## src/rtl/dlx_writeback_if.sv

```systemverilog
// Handshake bundle between the DLX MEM stage and write-back, plus the load-data return path.
// valid/ready: a transfer occurs on a rising clk edge where in_valid && in_ready; in_ready never depends on in_valid.
interface dlx_writeback_if;
    logic        in_valid;
    logic        in_ready;
    logic [1:0]  in_kind;
    logic [4:0]  in_rd;
    logic [31:0] in_result;
    logic [1:0]  in_addr_lo;
    logic [1:0]  in_size;
    logic        in_signed;
    logic        mem_rvalid;
    logic [31:0] mem_rdata;

    modport master (
        output in_valid, in_kind, in_rd, in_result, in_addr_lo, in_size, in_signed,
        output mem_rvalid, mem_rdata,
        input  in_ready
    );

    modport slave (
        input  in_valid, in_kind, in_rd, in_result, in_addr_lo, in_size, in_signed,
        input  mem_rvalid, mem_rdata,
        output in_ready
    );
endinterface

```

## src/rtl/dlx_writeback.sv

```systemverilog
// DLX write-back stage: accepts retiring instructions, aligns load data, strobes the register-file write port.
// Optional feature macro WB_RETIRE_CNT_EN enables the retired-instruction counter (otherwise tied to 0).
module dlx_writeback #(
    parameter int         XLEN     = 32,
    parameter logic [4:0] LINK_REG = 5'd31
) (
    input  logic             clk,
    input  logic             reset,
    dlx_writeback_if.slave   wb,
    input  logic             flush,
    output logic [XLEN-1:0]  reg_s,
    output logic [4:0]       Rd,
    output logic             reg_s_enable,
    output logic             misalign_err,
    output logic [31:0]      retired_count,
    output logic [1:0]       state_dbg
);
    localparam logic [1:0] KIND_NONE = 2'b00;
    localparam logic [1:0] KIND_ALU  = 2'b01;
    localparam logic [1:0] KIND_LOAD = 2'b10;
    localparam logic [1:0] KIND_LINK = 2'b11;

    typedef enum logic [1:0] {
        IDLE      = 2'd0,
        WAIT_LOAD = 2'd1,
        COMMIT    = 2'd2
    } state_e;

    state_e      state;
    logic [4:0]  rd_q;
    logic [1:0]  size_q;
    logic [1:0]  addr_q;
    logic        signed_q;

    logic        accept;
    logic        misaligned;
    logic [4:0]  rd_eff;
    logic [7:0]  byte_lane;
    logic [15:0] half_lane;
    logic [31:0] load_data;

    assign state_dbg   = state;
    assign wb.in_ready = (state == IDLE) & ~flush & ~reset;
    assign accept      = wb.in_valid & wb.in_ready;
    assign rd_eff      = (wb.in_kind == KIND_LINK) ? LINK_REG : wb.in_rd;

    always_comb begin
        case (wb.in_size)
            2'b00:   misaligned = 1'b0;
            2'b01:   misaligned = wb.in_addr_lo[0];
            2'b10:   misaligned = |wb.in_addr_lo;
            default: misaligned = 1'b1;
        endcase
    end

    // Big-endian lanes: offset 0 is the most significant byte of the word.
    always_comb begin
        case (addr_q)
            2'd0:    byte_lane = wb.mem_rdata[31:24];
            2'd1:    byte_lane = wb.mem_rdata[23:16];
            2'd2:    byte_lane = wb.mem_rdata[15:8];
            default: byte_lane = wb.mem_rdata[7:0];
        endcase
        half_lane = addr_q[1] ? wb.mem_rdata[15:0] : wb.mem_rdata[31:16];
        case (size_q)
            2'b00:   load_data = {{24{signed_q & byte_lane[7]}}, byte_lane};
            2'b01:   load_data = {{16{signed_q & half_lane[15]}}, half_lane};
            default: load_data = wb.mem_rdata;
        endcase
    end

    always_ff @(posedge clk or posedge reset) begin
        if (reset) begin
            state        <= IDLE;
            rd_q         <= 5'd0;
            size_q       <= 2'b00;
            addr_q       <= 2'b00;
            signed_q     <= 1'b0;
            reg_s        <= '0;
            Rd           <= 5'd0;
            reg_s_enable <= 1'b0;
            misalign_err <= 1'b0;
        end else begin
            reg_s_enable <= 1'b0;
            misalign_err <= 1'b0;
            case (state)
                IDLE: begin
                    if (accept) begin
                        case (wb.in_kind)
                            KIND_ALU, KIND_LINK: begin
                                state        <= COMMIT;
                                reg_s_enable <= (rd_eff != 5'd0);
                                // reg_s/Rd only move on a real write so they always show the last one.
                                if (rd_eff != 5'd0) begin
                                    reg_s <= wb.in_result;
                                    Rd    <= rd_eff;
                                end
                            end
                            KIND_LOAD: begin
                                if (misaligned) begin
                                    misalign_err <= 1'b1;
                                end else begin
                                    state    <= WAIT_LOAD;
                                    rd_q     <= wb.in_rd;
                                    size_q   <= wb.in_size;
                                    addr_q   <= wb.in_addr_lo;
                                    signed_q <= wb.in_signed;
                                end
                            end
                            KIND_NONE: ;
                            default: ;
                        endcase
                    end
                end
                WAIT_LOAD: begin
                    if (flush) begin
                        state <= IDLE;
                    end else if (wb.mem_rvalid) begin
                        state        <= COMMIT;
                        reg_s_enable <= (rd_q != 5'd0);
                        if (rd_q != 5'd0) begin
                            reg_s <= load_data;
                            Rd    <= rd_q;
                        end
                    end
                end
                COMMIT:  state <= IDLE;
                default: state <= IDLE;
            endcase
        end
    end

`ifdef WB_RETIRE_CNT_EN
    logic count_step;

    // Counts entry into COMMIT (any destination) and accepted NONE instructions.
    assign count_step = (accept && (wb.in_kind != KIND_LOAD)) ||
                        ((state == WAIT_LOAD) && !flush && wb.mem_rvalid);

    always_ff @(posedge clk or posedge reset) begin
        if (reset) begin
            retired_count <= 32'd0;
        end else if (count_step) begin
            retired_count <= retired_count + 32'd1;
        end
    end
`else
    assign retired_count = 32'd0;
`endif
endmodule

```

## src/flat_wrapper.sv

```systemverilog
// flat-port wrapper written by rule: the top's interface ports become plain ports
module dlx_writeback_flat 
#(
    parameter int         XLEN     = 32,
    parameter logic [4:0] LINK_REG = 5'd31
)
  (clk, reset, flush, reg_s, Rd, reg_s_enable, misalign_err, retired_count, state_dbg, wb_in_valid, wb_in_kind, wb_in_rd, wb_in_result, wb_in_addr_lo, wb_in_size, wb_in_signed, wb_mem_rvalid, wb_mem_rdata, wb_in_ready);
  dlx_writeback_if wb_i ();
  input  logic clk;
  input  logic reset;
  input  logic flush;
  output logic [XLEN-1:0] reg_s;
  output logic [4:0] Rd;
  output logic reg_s_enable;
  output logic misalign_err;
  output logic [31:0] retired_count;
  output logic [1:0] state_dbg;
  input wire logic [$bits(wb_i.in_valid)-1:0] wb_in_valid;
  input wire logic [$bits(wb_i.in_kind)-1:0] wb_in_kind;
  input wire logic [$bits(wb_i.in_rd)-1:0] wb_in_rd;
  input wire logic [$bits(wb_i.in_result)-1:0] wb_in_result;
  input wire logic [$bits(wb_i.in_addr_lo)-1:0] wb_in_addr_lo;
  input wire logic [$bits(wb_i.in_size)-1:0] wb_in_size;
  input wire logic [$bits(wb_i.in_signed)-1:0] wb_in_signed;
  input wire logic [$bits(wb_i.mem_rvalid)-1:0] wb_mem_rvalid;
  input wire logic [$bits(wb_i.mem_rdata)-1:0] wb_mem_rdata;
  output wire logic [$bits(wb_i.in_ready)-1:0] wb_in_ready;
  assign wb_i.in_valid = wb_in_valid;
  assign wb_i.in_kind = wb_in_kind;
  assign wb_i.in_rd = wb_in_rd;
  assign wb_i.in_result = wb_in_result;
  assign wb_i.in_addr_lo = wb_in_addr_lo;
  assign wb_i.in_size = wb_in_size;
  assign wb_i.in_signed = wb_in_signed;
  assign wb_i.mem_rvalid = wb_mem_rvalid;
  assign wb_i.mem_rdata = wb_mem_rdata;
  assign wb_in_ready = wb_i.in_ready;
  dlx_writeback #(.XLEN(XLEN), .LINK_REG(LINK_REG)) u_core (.clk(clk), .reset(reset), .wb(wb_i), .flush(flush), .reg_s(reg_s), .Rd(Rd), .reg_s_enable(reg_s_enable), .misalign_err(misalign_err), .retired_count(retired_count), .state_dbg(state_dbg));
endmodule
```

## config.mk

```make
export PLATFORM = sky130hd
export DESIGN_NAME = dlx_writeback_flat
export DESIGN_NICKNAME = d
export VERILOG_FILES = /design/src/rtl/dlx_writeback_if.sv /design/src/rtl/dlx_writeback.sv /design/src/flat_wrapper.sv
export SDC_FILE = /design/constraint.sdc
export NUM_CORES = 1
export LEC_CHECK = 0
export BUFFER_PORTS_ARGS = -buffer_cell sky130_fd_sc_hd__buf_2
export CORE_MARGIN = 4
export CORE_UTILIZATION = 28
export DETAILED_ROUTE_END_ITERATION = 8
export GPL_TIMING_DRIVEN = 0
export PLACE_DENSITY = 0.54
export SLEW_MARGIN = 20
export SYNTH_ARGS = -nofsm -noshare
export SYNTH_HDL_FRONTEND = slang
export SYNTH_SLANG_ARGS = --single-unit
```

## constraint.sdc

```tcl
create_clock -name clk -period 2.5 [get_ports clk]
set_input_delay 0.125 -clock clk [delete_from_list [all_inputs] [get_ports clk]]
set_output_delay 0.125 -clock clk [all_outputs]
set_load 0.01 [all_outputs]
```

# Yosys cells after proc, flatten, opt, wreduce, memory -nomap -nowiden
# Index checks and enable logic that the tools add are counted.
totals:
  register_bits: 51
  input_bits: 81
  output_inout_bits: 74
  word_cells: 81
classes:
  n_eq_ne: 18
  n_mux: 34
  bitwise_logic: 8
  n_reduce_logical: 12
op_table:
  columns: ["operator", "count"]
  rows:
  - ["32-bit 2-to-1 mux", 6]
  - ["32-bit case mux with 2 select lines", 2]
  - ["5-bit 2-to-1 mux", 7]
  - ["8-bit case mux with 3 select lines", 1]
  - ["16-bit 2-to-1 mux", 1]
  - ["2-bit by 1-bit == test with 1-bit output, second input constant", 5]
  - ["5-bit case mux with 2 select lines", 1]
  - ["5-bit nonzero test", 2]
  - ["3-bit inequality test, second input constant", 3]
  - ["2-bit == test, second input constant", 4]
  - ["2-bit logical NOT", 4]
  - ["1-bit 2-to-1 mux", 8]
  - ["2-bit 2-to-1 mux", 4]
  - ["2-bit inequality test, second input constant", 4]
  - ["2-bit case mux with 2 select lines", 2]
  - ["4-bit AND reduction", 2]
  - ["7-bit AND reduction", 1]
  - ["1-bit AND", 5]
  - ["2-bit by 1-bit inequality test with 1-bit output, second input constant", 2]
  - ["2-bit OR reduction", 2]
  - ["1-bit NOT", 3]
  - ["1-bit case mux with 3 select lines", 1]
  - ["1-bit case mux with 2 select lines", 1]
  - ["2-bit nonzero test", 1]

# Longest topological paths before layout
# Gate-level depths: netlist of the first run.
depth:
  ltp_word: 8
  depth_mapped: 7
  ltp_nobuf: 5

# Least setup slack after synthesis of the first run
# OpenSTA, ideal clock, no wires.
synth_timing:
  kind: "flip-flop to flip-flop"
  from: "reg u_core.state[0], in the netlist u_core.state_dbg[0]"
  to: "reg u_core.reg_s[10]"
  setup_ns: 0.127
  t_arrival_ns: 2.114
  required_time_ns: 2.373
  slack_ns: 0.258
  stages_incl_launch_ff: 7
  path_buffers: 2
  period_less_slack_ns: 2.242
  cell_sequence: "dfrtp_1 -> nor4_4 -> a41oi_1 -> a2111oi_2 -> buf_4 -> buf_6 -> mux2_1"
synth_between:
  elab_chain_len: 6
  word_cells_on_any_way: 14
  cone_classes: "eq/ne (7); mux (1); bitwise (3); reduce/logical (3)"
synth_lines:
  columns: ["element", "line_no", "rtl"]
  rows:
  - ["start: declaration", "dlx_writeback.sv:29", "state_e state;"]
  - ["start signal: assignment", "dlx_writeback.sv:74", "state <= IDLE;"]
  - ["start signal: assignment", "dlx_writeback.sv:91", "state <= COMMIT;"]
  - ["start signal: assignment", "dlx_writeback.sv:103", "state <= WAIT_LOAD;"]
  - ["2-bit logical NOT", "dlx_writeback.sv:43", "assign wb.in_ready = (state == IDLE) & ~flush & ~reset;"]
  - ["1-bit AND (2 in series)", "dlx_writeback.sv:43", null]
  - ["via wb_in_ready", "flat_wrapper.sv:27", "output wire logic [$bits(wb_i.in_ready)-1:0] wb_in_ready;"]
  - ["1-bit AND", "dlx_writeback.sv:44", "assign accept = wb.in_valid & wb.in_ready;"]
  - ["2-bit by 1-bit inequality test with 1-bit output (no line)", null, null]
  - ["7-bit AND reduction (no line)", null, null]
  - ["end signal: assignment", "dlx_writeback.sv:95", "reg_s <= wb.in_result;"]
  - ["end signal: assignment", "dlx_writeback.sv:122", "reg_s <= load_data;"]
  - ["end: declaration", "dlx_writeback.sv:11", "output logic [XLEN-1:0] reg_s,"]
# The timed path passes the listed nets, and every way through them passes these cells.
# A chain may end at the register's enable or synchronous reset.

# Worst setup path in the final report of the first run
layout_timing:
  from: "reg u_core.addr_q[1]"
  to: "reg u_core.reg_s[17]"
layout_between:
  elab_chain_len: 8
  word_cells_on_any_way: 12
  cone_classes: "eq/ne (2); mux (7); bitwise (2); reduce/logical (1)"
layout_lines:
  columns: ["element", "line_no", "rtl"]
  rows:
  - ["start: declaration", "dlx_writeback.sv:32", "logic [1:0] addr_q;"]
  - ["start signal: assignment", "dlx_writeback.sv:106", "addr_q <= wb.in_addr_lo;"]
  - ["2-bit == test, or another cell as far along", "dlx_writeback.sv:58", "case (addr_q)"]
  - ["8-bit case mux with 3 select lines", "dlx_writeback.sv:58", null]
  - ["1-bit AND", "dlx_writeback.sv:66", "2'b00: load_data = {{24{signed_q & byte_lane[7]}}, byte_lane};"]
  - ["32-bit case mux with 2 select lines *", "dlx_writeback.sv:65", "case (size_q)"]
  - ["32-bit 2-to-1 mux *", "dlx_writeback.sv:121", "if (rd_q != 5'd0) begin"]
  - ["32-bit 2-to-1 mux *", "dlx_writeback.sv:118", "end else if (wb.mem_rvalid) begin"]
  - ["32-bit 2-to-1 mux *", "dlx_writeback.sv:116", "if (flush) begin"]
  - ["32-bit case mux with 2 select lines *", "dlx_writeback.sv:86", "case (state)"]
# Mark *: on every way between the ends. The rest lies on a longest branch, timed or not. The select of a mux whose other input is x is not followed.

==> impl_metrics.json, run 1 <==
{
  "status": "finished clean",
  "avgSynthCellArea_um2": 9.35,
  "initial_core_util_pct": 29.1,
  "r2r_start": "u_core.addr_q[1]$_DFFE_PP0P_",
  "grt-busiest-layer": "met2",
  "r2r_slack_ns": 0.17,
  "ys_seq_area_share_pct": 37.8,
  "rsz0062_at_grt": "no",
  "htree_levels": 2,
  "hold_viol": 0,
  "drtIter0Drc": 180,
  "ios": 155,
  "grt_pass1_wl_um": 17900,
  "worstHoldStart": "wb_mem_rvalid",
  "die_h_um": 118,
  "drv_cap": 0,
  "grt_max_degree": 27,
  "synth_cells": 361,
  "r2r_end": "u_core.reg_s[17]$_DFFE_PP0P_",
  "cts_tree": "yes",
  "critical_path_class": "register to register",
  "dieWidth_um": 118,
  "crit_slowest_cell": "mux4_2",
  "mostFrequentLayoutCells": "124 x buf_2, 51 x dfrtp_1, 45 x nor2_1",
  "maxSlewViolCount": 0,
  "crit_path_start_kind": "register",
  "fmax_ghz": 0.430,
  "relSlewSlack_pct": 59.8,
  "yosys_register_bits": 51,
  "cts_buffers": 5,
  "cts.sinks": 51,
  "worst-path-max-fanout": 10,
  "hpwl_um": 9170,
  "holdWs_ns": 0.0427,
  "num_rows": 39,
  "gp_congestion": 0.864,
  "grt_use_met3_pct": 3.51,
  "clk_pin_slew_ns": 0.07,
  "port_buffers": 122,
  "die-area_mm2": 0.0139,
  "endpoint": "u_core.reg_s[17]$_DFFE_PP0P_",
  "multi_input_area_mm2": 0.00183,
  "ant_nets": 0,
  "startpoint": "u_core.addr_q[1]$_DFFE_PP0P_",
  "drtPass1Iterations": 4,
  "drive_gt1_share_pct": 40.4,
  "synth_area_mm2": 0.00338,
  "setup_viol": 0,
  "viasPerCell": 4.83,
  "critical_path.endpoint_type": "register",
  "final_nets": 605,
  "wl_per_cell_um": 16.8,
  "fp.coreArea_mm2": 0.0116,
  "power.density_mw_per_mm2": 687,
  "cp.required_ns": 2.68,
  "period_minus_slack_ns": 2.33,
  "route.vias.total": 3229,
  "antenna_found_initial": 1,
  "clk_path_buf_depth": 2,
  "slowest_delay_ns": 0.55,
  "yosys_warnings": 0,
  "hold_class": "input pin to register",
  "antennaDiodeCount": 0,
  "fillCellCount": 1210,
  "syn_to_final_growth_pct": 33.0,
  "track_usage_pct": 16.0,
  "post-route-period-util_pct": 93.1,
  "grt.overflow.total": 0,
  "grt_pass1_vias": 3256,
  "arrival_ns": 2.51,
  "tns_ns": 0,
  "clk_latency_ns": 0.30,
  "seqCellArea_mm2": 0.00128,
  "ir_drop_mv": 0.416,
  "finClkSkew_ns": 0.0116,
  "cts_root_buffer": "clkbuf_16",
  "p_leak_nw": 2.16,
  "rr_worst_depth": 7,
  "met2_usage_pct": 25.8,
  "use_met1_pct": 21.9,
  "max_slew.worst_pin.slew_ns": 0.603,
  "drc_errors": 0,
  "layout_commonest_cell": "buf_2",
  "path_cells": "buf_2, mux4_2, and2_1, nor2_2, buf_4, a211oi_1, mux2_4",
  "wl_um": 11200,
  "yosysUniqueCellTypes": 42
}
-- timing repair --
action / 4_1_cts / 5_1_grt
hold buffers: 1 / 0
gates resized for setup: 0 / 2
setup buffers: 0 / 1
endpoints found under the hold margin: 25 / 0
setup endpoints to repair: 0 / 25
-- power by group --
| part | switching (W) | internal, W |
|---|---|---|
| clock | 0.000328 | 0.000476 |
| sequential | 0.000126 | 0.00105 |
| combinational | 0.000587 | 0.000515 |
-- worst max-delay path, delay by kind of cell (launching register included) --
| kind | cells | cell delay (ns) |
|---|---|---|
| AO/OA/AOI/OAI | 1 | 0.10 |
| buffers and inverters | 2 | 0.47 |
| flip-flops | 1 | 0.33 |
| multiplexers | 2 | 0.81 |
| AND/OR/NAND/NOR | 2 | 0.51 |
-- routing by layer --
layer / share of wire, % / routed length (um)
met3: 7.3 / 815
met1: 45 / 5100
met4: 1.3 / 146
met2: 46 / 5170
met5: 0.062 / 7
-- worst min path at each step --
stage                                           end  cells after the start
global placement    u_core.state_dbg[0]$_DFFE_PP0P_                      2
finish              u_core.state_dbg[0]$_DFFE_PP0P_                      2
global route        u_core.state_dbg[0]$_DFFE_PP0P_                      2
floorplan           u_core.state_dbg[0]$_DFFE_PP0P_                      1
CTS                 u_core.state_dbg[0]$_DFFE_PP0P_                      2
detailed placement       u_core.rd_q[0]$_DFFE_PP0P_                      2
-- metrics by stage --
step                      area [um2]  utilization (%)  std cells  total power [W]  worst slack [ns]
after floorplan                 3490                -        392          0.00185             0.258
after global placement          4280             36.9        657          0.00227            0.0472
after detailed placement        4300             37.1        658          0.00230            0.0608
after CTS                       4480             38.6        667          0.00312            0.0296
after global routing            4490             38.7        668          0.00329            0.0230
final                           4490             38.7        668          0.00308             0.172
-- cells by family after synthesis --
kind of cell	share of synthesized area, %
simple gates	12.5
buf+inv	11.4
compound gates	19.2
mux	19.0
flops	37.8
other cells	0.111
-- sequential cells by signal (all words and copies together) (netlist names) --
| signal | count |
|---|---|
| u_core.misalign_err | 1 |
| u_core.size_q | 2 |
| u_core.signed_q | 1 |
| u_core.rd_q | 5 |
| u_core.reg_s_enable | 1 |
| u_core.addr_q | 2 |
| u_core.Rd | 5 |
| u_core.reg_s | 32 |
| u_core.state_dbg | 2 |
-- synth_stat cells (all sizes together) --
cell     instances  area, um2
dfrtp           51       1280
mux2            49        559
nor2            46        175
buf             40        299
a21oi           32        160
nand2           21       78.8
clkbuf          17       63.8
o21ai           17       85.1
a211oi          15        113
o22ai           10       62.6
a221oi           9       78.8
a22o             8       70.1
inv              6       22.5
mux2i            6       60.1
nand3b           6       45.0
nand2b           4       25.0
nor2b            3       18.8
a2111oi          2       23.8
nor3             2       10.0
nor3b            2       15.0
nor4             2       27.5
o31ai            2       15.0
a211o            1       8.76
a21o             1       7.51
a31oi            1       6.26
a41oi            1       8.76
and2             1       6.26
conb             1       3.75
mux4             1       22.5
nand3            1       5.00
nand4            1       6.26
o21bai           1       7.51
or4b             1       10.0
-- area by class of cell --
class                           instances  share of cell area (%)
Buffer                                 57                    8.10
Clock buffer                            5                    2.78
Clock inverter                          3                    1.03
Inverter                                6                   0.501
Multi-Input combinational cell        278                    40.8
Sequential cell                        51                    28.4
Tap cell                              143                    3.98
Timing Repair Buffer                  125                    14.4
(Power assumes the default switching activity.)
==> inputs of run 2 (changes only) <==
ABC_AREA = 1   (was default)
SETUP_SLACK_MARGIN = 0.05   (was default)
==> run 2 against run 1 <==
Against the previous run: die area increased by 2.8%; flip-flop and latch count unchanged; cell area rose by 2.1%; synthesized cell count is 46% higher; clock power decreased by 10%; register-to-register slack improved by 0.59 ns; critical path depth grew 2; sequential power fell by 5%; count of clock-buffer cells in the layout grew 1; largest power group unchanged; highest routed layer unchanged.
==> impl_metrics.json, run 2 <==
{
  "status": "finished clean",
  "synth_most_common_cell": "nand2_1",
  "hold_viol": 0,
  "wl_per_cell_um": 14.3,
  "sequentialPowerShare_pct": 38.9,
  "worst-path-max-fanout": 10,
  "grt_max_degree": 52,
  "clk_path_buf_depth": 2,
  "avgSynthCellArea_um2": 6.61,
  "p_sw_share_pct": 37.0,
  "antenna_found_initial": 3,
  "ir_drop_mv": 0.353,
  "cts_root_buffer": "clkbuf_16",
  "arrival_ns": 1.92,
  "num_rows": 40,
  "cts_buffers": 5,
  "final_nets": 768,
  "drtPass1Iterations": 7,
  "period_minus_slack_ns": 1.73,
  "drv_cap": 0,
  "setup_viol": 0,
  "post-synth-top-area-cell": "dfrtp_1",
  "power.share.clock_pct": 25.0,
  "initial_core_util_pct": 28.8,
  "port_buffers": 122,
  "ys.flop_type": "dfrtp_1",
  "ant_nets": 0,
  "clk_latency_ns": 0.29,
  "max_slew.worst_pin.slew_ns": 0.661,
  "wl_um": 12300,
  "rr_worst_depth": 9,
  "path_cells": "inv_1, nor2_4, nand3_2, nand2_2, inv_2, buf_6, buf_6, nand2_1, nand2_1",
  "hold_depth": 3,
  "gp_congestion": 0.878,
  "tns_ns": 0,
  "ys_seq_area_share_pct": 36.7,
  "power.internal_w": 0.00182,
  "yosysTopAreaCellShare_pct": 36.7,
  "drc_errors": 0,
  "viasPerCell": 4.37,
  "drive_gt1_share_pct": 28.8,
  "fillCellCount": 1291,
  "rsz0062_at_grt": "no",
  "hold_class": "input pin to register",
  "track_usage_pct": 16.6,
  "synth_area_mm2": 0.00348,
  "pwr-share-comb_pct": 36.1,
  "cts.sinks": 51,
  "slowest_delay_ns": 0.43,
  "mostFrequentLayoutCells": "172 x nand2_1, 134 x buf_2, 66 x nor2_1",
  "fin_ws_ns": 0.765,
  "yosys_warnings": 0,
  "syn_to_final_growth_pct": 31.8,
  "yosys_register_bits": 51,
  "crit_slowest_cell": "dfrtp_1",
  "ios": 155,
  "dieWidth_um": 119,
  "htree_levels": 2,
  "layout_commonest_cell": "nand2_1",
  "hpwl_um": 9870,
  "switching_power_w": 0.00107,
  "relSlewSlack_pct": 55.9,
  "grt_pass1_wl_um": 18800,
  "yosysUniqueCellTypes": 30,
  "grt.overflow.total": 0,
  "critical_path_class": "register to register",
  "dp_slack_ns": 0.767,
  "die-area_mm2": 0.0143,
  "maxSlewViolCount": 0,
  "synth_cells": 526,
  "power.density_mw_per_mm2": 629,
  "drtIter0Drc": 290,
  "p_leak_nw": 2.59,
  "fp.coreArea_mm2": 0.0121,
  "clk_pin_slew_ns": 0.07,
  "fmax_ghz": 0.576,
  "netlist_top_cells_area": "dfrtp_1 37%, nand2_1 19%, nor2_1 7.1%",
  "largest_reg_flops": 32,
  "post-route-period-util_pct": 69.4,
  "cts_tree": "yes",
  "cp.required_ns": 2.68,
  "async_reset_ff_share_pct": 100,
  "synth_edf_count": 0,
  "yosys-top-cells-count": "172 x nand2_1, 66 x nor2_1, 51 x dfrtp_1, 41 x a21oi_1, 36 x inv_1",
  "crit_path_start_kind": "register",
  "grt_pass1_vias": 3553,
  "route.vias.total": 3749,
  "top_regs": "u_core.reg_s (32), u_core.Rd (5), u_core.rd_q (5)",
  "finClkSkew_ns": 0.00612,
  "die_h_um": 119,
  "postCtsSetupBuffers": 0,
  "top_register": "u_core.reg_s",
  "critical_path.endpoint_type": "register"
}
-- run 2: cell type report --
cell class	count	area [um2]	area share (%)
Tap cell	168	210	4.58
Sequential cell	51	1280	27.8
Multi-Input combinational cell	406	1780	38.8
Buffer	59	387	8.43
Timing Repair Buffer	123	621	13.5
Inverter	41	156	3.41
Clock inverter	2	16.3	0.355
Clock buffer	6	139	3.03
Antenna cell	1	2.50	0.0546
-- run 2: through the flow --
step | power (W) | utilization [%] | instance area [um2] | std cells | hold WS (ns)
floorplan | 0.00177 | - | 3590 | 557 | 0.198
global placement | 0.00217 | 36.6 | 4420 | 847 | 0.378
detailed placement | 0.00218 | 36.6 | 4420 | 847 | 0.303
CTS | 0.00292 | 38.0 | 4580 | 856 | 0.0743
global route | 0.00310 | 38.0 | 4590 | 857 | 0.0871
finish | 0.00288 | 38.0 | 4590 | 857 | 0.0723
-- run 2: routing by layer --
metal | track usage (%) | vias to the layer above | part of all wire (%)
met3 | 3.85 | 14 | 8.6
met1 | 23.0 | 1655 | 45
met5 | 0 | - | 0.16
met4 | 1.72 | 4 | 0.79
li1 | - | 1917 | -
met2 | 27.2 | 159 | 46
-- run 2: cell families after synthesis --
group / share of synthesized area, %
simple gates: 34.1
buf+inv: 15.5
compound gates: 13.5
flops: 36.7
other cells: 0.108
-- run 2: worst max-delay path: cells and delay by family (launching register included) --
kind / cells / cell delay, ns
AND/OR/NAND/NOR: 5 / 0.74
buffers and inverters: 4 / 0.44
flip-flops: 1 / 0.43
-- run 2: power by group through the flow --
stage	registers (W)	logic [W]	clock network, W
floorplan	0.00120	0.000570	0
global placement	0.00114	0.00103	0
detailed placement	0.00114	0.00104	0
CTS	0.00112	0.00105	0.000748
global route	0.00115	0.00118	0.000780
finish	0.00112	0.00104	0.000723
-- run 2: path summary, 6_finish.rpt --
kind	startpoint	end	slack (ns)
max reg2reg	u_core.state_dbg[0]$_DFFE_PP0P_	u_core.reg_s[15]$_DFFE_PP0P_	0.77
min in group asynchronous	reset	u_core.misalign_err$_DFF_PP0_	0.51
max	u_core.state_dbg[0]$_DFFE_PP0P_	u_core.reg_s[15]$_DFFE_PP0P_	0.77
max in group asynchronous	reset	u_core.reg_s[21]$_DFFE_PP0P_	1.55
min reg2reg	u_core.Rd[0]$_DFFE_PP0P_	u_core.Rd[0]$_DFFE_PP0P_	0.47
min	wb_in_signed	u_core.signed_q$_DFFE_PP0P_	0.07
-- run 2: what timing repair did --
item	4_1_cts	5_1_grt
endpoints found under the hold margin	35	0
hold buffers	1	0
gates resized for setup	0	0
